<file path="config.mk">
export PLATFORM = sky130hd
export DESIGN_NAME = conv_mix_nb
export DESIGN_NICKNAME = d
export VERILOG_FILES = /design/src/rtl/conv_mix_nb.sv
export SDC_FILE = /design/constraint.sdc
export NUM_CORES = 1
export LEC_CHECK = 0
export BUFFER_PORTS_ARGS = -buffer_cell sky130_fd_sc_hd__buf_2
export CAP_MARGIN = 15
export CORE_MARGIN = 5
export CORE_UTILIZATION = 38
export DETAILED_ROUTE_END_ITERATION = 7
export GPL_TIMING_DRIVEN = 0
export SLEW_MARGIN = 20
export SYNTH_ARGS = -nofsm -noshare
export SYNTH_HDL_FRONTEND = slang
export SYNTH_SLANG_ARGS = --single-unit
</file>
<file path="constraint.sdc">
create_clock -name i_clk -period 7.83 [get_ports i_clk]
set_input_delay 0.783 -clock i_clk [delete_from_list [all_inputs] [get_ports i_clk]]
set_output_delay 0.783 -clock i_clk [all_outputs]
set_load 0.01 [all_outputs]
</file>
<file path="src/rtl/conv_mix_nb.sv">
// N-lane binary-weight (+1/-1) convolution mixer with valid/ready handshakes,
// per-window clear/emit modes and saturating per-lane outputs.

module conv_mix_nb_lane #(
   parameter int DW = 16,
   parameter int K  = 25,
   parameter int AW = 24,
   parameter int OW = 16,
   parameter int TW = 5
) (
   input  logic                 i_clk,
   input  logic                 i_rst,
   input  logic                 i_shift,
   input  logic                 i_w_bit,
   input  logic                 i_clr,
   input  logic                 i_acc_en,
   input  logic                 i_cap,
   input  logic [TW-1:0]        i_tap,
   input  logic signed [DW-1:0] i_din,
   output logic signed [OW-1:0] o_dout,
   output logic                 o_sat
);
   localparam logic [TW-1:0]        LAST = TW'(K-1);
   localparam logic signed [AW-1:0] SMAX = {{(AW-OW+1){1'b0}}, {(OW-1){1'b1}}};
   localparam logic signed [AW-1:0] SMIN = {{(AW-OW+1){1'b1}}, {(OW-1){1'b0}}};

   logic [K-1:0]        r_kern;
   logic signed [AW-1:0] r_acc;
   logic signed [AW-1:0] w_ext, w_term, w_nxt;
   logic                 w_kbit;

   // Tap 0 uses the oldest loaded bit, which has shifted up to the MSB.
   assign w_kbit = r_kern[LAST - i_tap];
   assign w_ext  = {{(AW-DW){i_din[DW-1]}}, i_din};
   assign w_term = w_kbit ? w_ext : -w_ext;
   assign w_nxt  = r_acc + w_term;

   always_ff @(posedge i_clk) begin
      if (i_rst) begin
         r_kern <= '0;
         r_acc  <= '0;
         o_dout <= '0;
         o_sat  <= 1'b0;
      end else begin
         if (i_shift)
            r_kern <= {r_kern[K-2:0], i_w_bit};
         if (i_clr)
            r_acc <= '0;
         else if (i_acc_en)
            r_acc <= w_nxt;
         // Result is captured from the final sum so dout never sees din combinationally.
         if (i_cap) begin
            if (w_nxt > SMAX) begin
               o_dout <= SMAX[OW-1:0];
               o_sat  <= 1'b1;
            end else if (w_nxt < SMIN) begin
               o_dout <= SMIN[OW-1:0];
               o_sat  <= 1'b1;
            end else begin
               o_dout <= w_nxt[OW-1:0];
               o_sat  <= 1'b0;
            end
         end
      end
   end
endmodule

module conv_mix_nb #(
   parameter int N  = 6,
   parameter int DW = 16,
   parameter int K  = 25,
   parameter int AW = 24,
   parameter int OW = 16
) (
   input  logic            i_clk,
   input  logic            i_rst,
   input  logic [N-1:0]    i_w_en,
   input  logic            i_w_bit,
   input  logic            i_start,
   input  logic [1:0]      i_mode,
   input  logic            i_din_valid,
   output logic            o_din_ready,
   input  logic [N*DW-1:0] i_din,
   output logic            o_dout_valid,
   input  logic            i_dout_ready,
   output logic [N*OW-1:0] o_dout,
   output logic [N-1:0]    o_sat,
   output logic            o_busy,
   output logic            o_done
);
   localparam int TW = (K > 1) ? $clog2(K) : 1;
   localparam logic [TW-1:0] LAST = TW'(K-1);

   typedef enum logic [1:0] {IDLE, RUN, OUT} state_t;

   state_t        r_state;
   logic [TW-1:0] r_tap;
   logic          r_emit;

   logic w_idle, w_acc_en, w_last, w_cap, w_clr;

   assign w_idle   = (r_state == IDLE);
   assign w_acc_en = o_din_ready & i_din_valid;
   assign w_last   = w_acc_en & (r_tap == LAST);
   assign w_cap    = w_last & r_emit;
   assign w_clr    = w_idle & i_start & i_mode[0];

   always_ff @(posedge i_clk) begin
      if (i_rst) begin
         r_state      <= IDLE;
         r_tap        <= '0;
         r_emit       <= 1'b0;
         o_din_ready  <= 1'b0;
         o_dout_valid <= 1'b0;
         o_busy       <= 1'b0;
         o_done       <= 1'b0;
      end else begin
         o_done <= 1'b0;
         case (r_state)
            IDLE: if (i_start) begin
               r_emit      <= i_mode[1];
               r_tap       <= '0;
               r_state     <= RUN;
               o_din_ready <= 1'b1;
               o_busy      <= 1'b1;
            end
            RUN: if (w_acc_en) begin
               r_tap <= r_tap + 1'b1;
               if (w_last) begin
                  r_tap       <= '0;
                  o_din_ready <= 1'b0;
                  if (r_emit) begin
                     r_state      <= OUT;
                     o_dout_valid <= 1'b1;
                  end else begin
                     r_state <= IDLE;
                     o_busy  <= 1'b0;
                     o_done  <= 1'b1;
                  end
               end
            end
            OUT: if (i_dout_ready) begin
               r_state      <= IDLE;
               o_dout_valid <= 1'b0;
               o_busy       <= 1'b0;
               o_done       <= 1'b1;
            end
            default: r_state <= IDLE;
         endcase
      end
   end

   for (genvar g = 0; g < N; g++) begin : g_lane
      conv_mix_nb_lane #(.DW(DW), .K(K), .AW(AW), .OW(OW), .TW(TW)) u_lane (
         .i_clk    (i_clk),
         .i_rst    (i_rst),
         .i_shift  (w_idle & i_w_en[g]),
         .i_w_bit  (i_w_bit),
         .i_clr    (w_clr),
         .i_acc_en (w_acc_en),
         .i_cap    (w_cap),
         .i_tap    (r_tap),
         .i_din    (i_din[g*DW +: DW]),
         .o_dout   (o_dout[g*OW +: OW]),
         .o_sat    (o_sat[g])
      );
   end
endmodule

</file>
==> key figures <==
Synth
  • Synth area leaders: dfxtp_1, nand2_1, a21oi_1
  • Area leader, netlist: dfxtp_1
  • Syn Nets: 3539
  • Compound-Gate Fraction of Synth Area: 21.8%
  • Count leader, synth: nand2_1
  • EDFF count, synth: 0
  • Adder-cell area share of the yosys netlist: 8.01%
  • Post-synth cell types: 77
  • Seq/Total Area, Yosys: 32.4%
  • Post-synth ARST share: 0%
  • FF+latch count, synth: 408
  • Cells after Synth: 3271
  • Ys Warns: 0
  • XOR/XNOR Fraction of Synth Area: 6.98%
  • Post-synth top cells: nand2_1, a21oi_1, dfxtp_1, nor2_1, ha_1
  • Synth Cell Area: 0.0252 mm2
  • Post-synthesis mux area share: 5.09%
  • Main combinational cell family by area after synthesis: simple AND/OR/NAND/NOR gates
  • Post-synth top flop: dfxtp_1
  • Mean post-synth cell area: 7.72 um2
  • Simple-gate share of the synthesized area: 21.8%
  • Synth top area share: 32.4%

Timing
  • Worst-Margin Slew: 1.10 ns
  • Final Hold Fails: 0
  • Pins over their slew limit: 0
  • Hold_ws: 0.425 ns
  • Final setup fails: 0
  • Slew HR: 26.7%
  • Skew final: 0.0459 ns
  • Worst Setup Slack, final: 0.287 ns
  • Max Fclk: 0.133 GHz
  • Tcrit/Tclk final: 96.3%
  • Tmin final: 7.54 ns

Final layout
  • Nets: 3814
  • Final core occ: 44.7%
  • Finished Cell Area: 0.0294 mm2
  • Final Non-Filler Cells: 4448
  • Fill count: 6665
  • Fraction of layout cells with a size suffix above 1: 12.8%
  • Area grow syn2layout: 16.7%
  • Ant diodes: 0

CTS
  • # clock sinks: 408
  • TritonCTS clock tree: built
  • Cts bufs inserted: 47
  • Hold Buf Count CTS: 0
  • Root Buffer: clkbuf_16
  • Clock slew seen by the registers of the worst setup and hold paths: 0.07 ns
  • Clock tree buffer depth: 3
  • CTS H-tree depth: 2
  • Clk_lat worst skew: 0.63 ns

Floorplanning
  • Die height: 268 um
  • Io pins: 216
  • Initial Util: 38.3%
  • Die ar.: 0.0717 mm2
  • FP Rows: 94
  • Core region area: 0.0659 mm2
  • Die X: 268 um

Route
  • WL/cell: 18.3 um
  • Wirelength, routed: 81500 um
  • Post-route ant nets: 0
  • Via density: 5.43
  • Residual DRC count: 0
  • Vias: 24100
  • Pre-antenna DRT Iters: 5
  • Initial DRC Count: 1849

Setup path
  • Critical Path Max Stage Delay: 0.62 ns
  • Buf/Inv on CP: 9
  • R2r startpoint: r_tap[0]$_SDFFE_PP0P_
  • Top delay family on crit path: buffers and inverters
  • R2r setup slk: 0.29 ns
  • FF-to-FF path depth: 26
  • Critical Path RT: 8.27 ns
  • Worst setup EP type: flip-flop
  • Crit path max fanout: 10
  • R2R Path End: g_lane[0].u_lane.o_dout[9]$_SDFFE_PP0P_
  • CP max stage cell: or4_1
  • Crit start category: flip-flop
  • Setup CP Type: flip-flop to flip-flop
  • CP arrival: 7.99 ns

Power and ir drop
  • Leakage: 11.6 nW
  • Maximum vdd drop: 0.000162 V
  • Pwr Density: 191 mW/mm2

GRT
  • Initial antenna violation count: 2
  • Global route total overflow: 0
  • Vias in the first global route: 22400
  • Largest net degree at the start of global routing: 16
  • All-Layer GR Usage: 21.8%
  • Global-route wire length before repair: 126000 um

Status
  • Outcome: completed

Placed design
  • Port buffer count: 213
  • Placed insts: 4350
  • Dpl cell area: 0.0274 mm2
  • Post-DP HPWL: 61900 um
  • Pre-CTS setup slack: -1.95 ns
  • Final GP Congestion: 0.918

Hold path
  • Hold Crit Start: i_dout_ready
  • Hold Path End: o_dout_valid$_SDFFE_PP0P_
  • Worst hold path stage count: 2
  • Worst hold path type: input pin to flip-flop

Run
  • Total of max-cap violations: 0
## routing by layer
metal	share of wire (%)	GRT usage [%]	up-vias
met4	1.8	4.59	0
met3	6.4	2.90	93
met5	0	0	-
met1	47	31.1	11400
met2	45	35.4	655
li1	-	-	12000
## report_power, final
part	leakage (nW)	total, W	internal [W]	switching (W)
Clock	0.799	0.00233	0.00137	0.000958
Sequential	3.30	0.00216	0.00213	0.0000330
Combinational	7.50	0.00113	0.000395	0.000732
Total	11.6	0.00561	0.00389	0.00172
## worst register-to-register path, stage by stage (launching register included)
cell      delay, ns
dfxtp_1        0.34
clkbuf_4       0.20
buf_8          0.19
buf_8          0.20
buf_6          0.21
inv_1          0.09
ha_1           0.30
clkbuf_4       0.27
buf_6          0.22
mux4_2         0.35
mux4_2         0.47
mux2_2         0.39
clkbuf_2       0.24
nor2_1         0.14
xor2_1         0.23
ha_1           0.31
nor2b_1        0.16
o31a_1         0.27
a31oi_1        0.26
a21oi_1        0.16
a221o_1        0.38
and3b_1        0.19
or3_1          0.45
or4_1          0.63
o31ai_4        0.34
buf_4          0.25
a211oi_1       0.10
## through the flow
step                      setup TNS (ns)  power [W]
after floorplan                        0    0.00296
after global placement           -185.46    0.00329
after detailed placement         -161.63    0.00329
after CTS                              0    0.00564
after global routing             -0.0102    0.00587
final                                  0    0.00561
## what timing repair did
| item | 4_1_cts | 5_1_grt |
|---|---|---|
| pin swaps | 4 | 5 |
| endpoints found under the setup margin | 138 | 95 |
| setup buffers | 7 | 6 |
| gates resized for setup | 47 | 42 |
## worst max path at each step
| stage | from | to | depth (start not counted) |
|---|---|---|---|
| final | r_tap[0]$_SDFFE_PP0P_ | g_lane[0].u_lane.o_dout[9]$_SDFFE_PP0P_ | 26 |
| after floorplan | r_tap[0]$_SDFFE_PP0P_ | g_lane[0].u_lane.o_dout[11]$_SDFFE_PP0P_ | 26 |
| after CTS | r_tap[0]$_SDFFE_PP0P_ | g_lane[0].u_lane.o_dout[9]$_SDFFE_PP0P_ | 26 |
| after global routing | r_tap[0]$_SDFFE_PP0P_ | g_lane[5].u_lane.o_dout[6]$_SDFFE_PP0P_ | 28 |
| after detailed placement | r_tap[0]$_SDFFE_PP0P_ | g_lane[3].u_lane.o_dout[14]$_SDFFE_PP0P_ | 29 |
| after global placement | r_tap[0]$_SDFFE_PP0P_ | g_lane[3].u_lane.o_dout[14]$_SDFFE_PP0P_ | 27 |
## placed cells by master, fill, tap and decap left out, drive strengths merged, types with 11 or more instances in the layout
cell type  instances
nor4              13
nor2             339
o31ai             26
o21ai            123
ha               152
inv               80
buf              260
o21a              24
and2              19
and3              19
o211ai            11
xor2              81
nor2b             30
o21bai            24
nand3             28
a21o              56
a31oi             17
dfxtp            408
mux2              22
a211oi           116
nand2            656
clkbuf           211
a21oi            415
or2               12
xnor2            120
nor3              52
nand4             11
nand2b            53
mux4              42
or3               20
## flip-flops by register name, summed over array words and instances, names as in the netlist
name	flops
g_lane.u_lane.r_kern	150
g_lane.u_lane.r_acc	144
g_lane.u_lane.o_dout	96
g_lane.u_lane.o_sat	6
r_tap	5
r_state	2
o_busy	1
o_din_ready	1
o_done	1
o_dout_valid	1
r_emit	1
## logic make-up (layout without fill, tap and decap cells)
family	Yosys count	after routing
adders and majority gates	158	158
muxes	73	73
and+or+nand+nor	1284	1284
xor gates and xnor gates	201	201
AOI/OAI and AO/OA	894	894
buffers and inverters	253	566
DFF	408	408
## layout make-up
cell class | instances | area [um2] | area share [%]
Clock inverter | 15 | 253 | 0.858
Timing Repair Buffer | 228 | 1190 | 4.04
Multi-Input combinational cell | 2610 | 16300 | 55.4
Tap cell | 864 | 1080 | 3.67
Clock buffer | 72 | 1390 | 4.72
Inverter | 80 | 300 | 1.02
Buffer | 171 | 763 | 2.59
Sequential cell | 408 | 8170 | 27.7
Note: power is estimated with default switching activity, not from simulation.
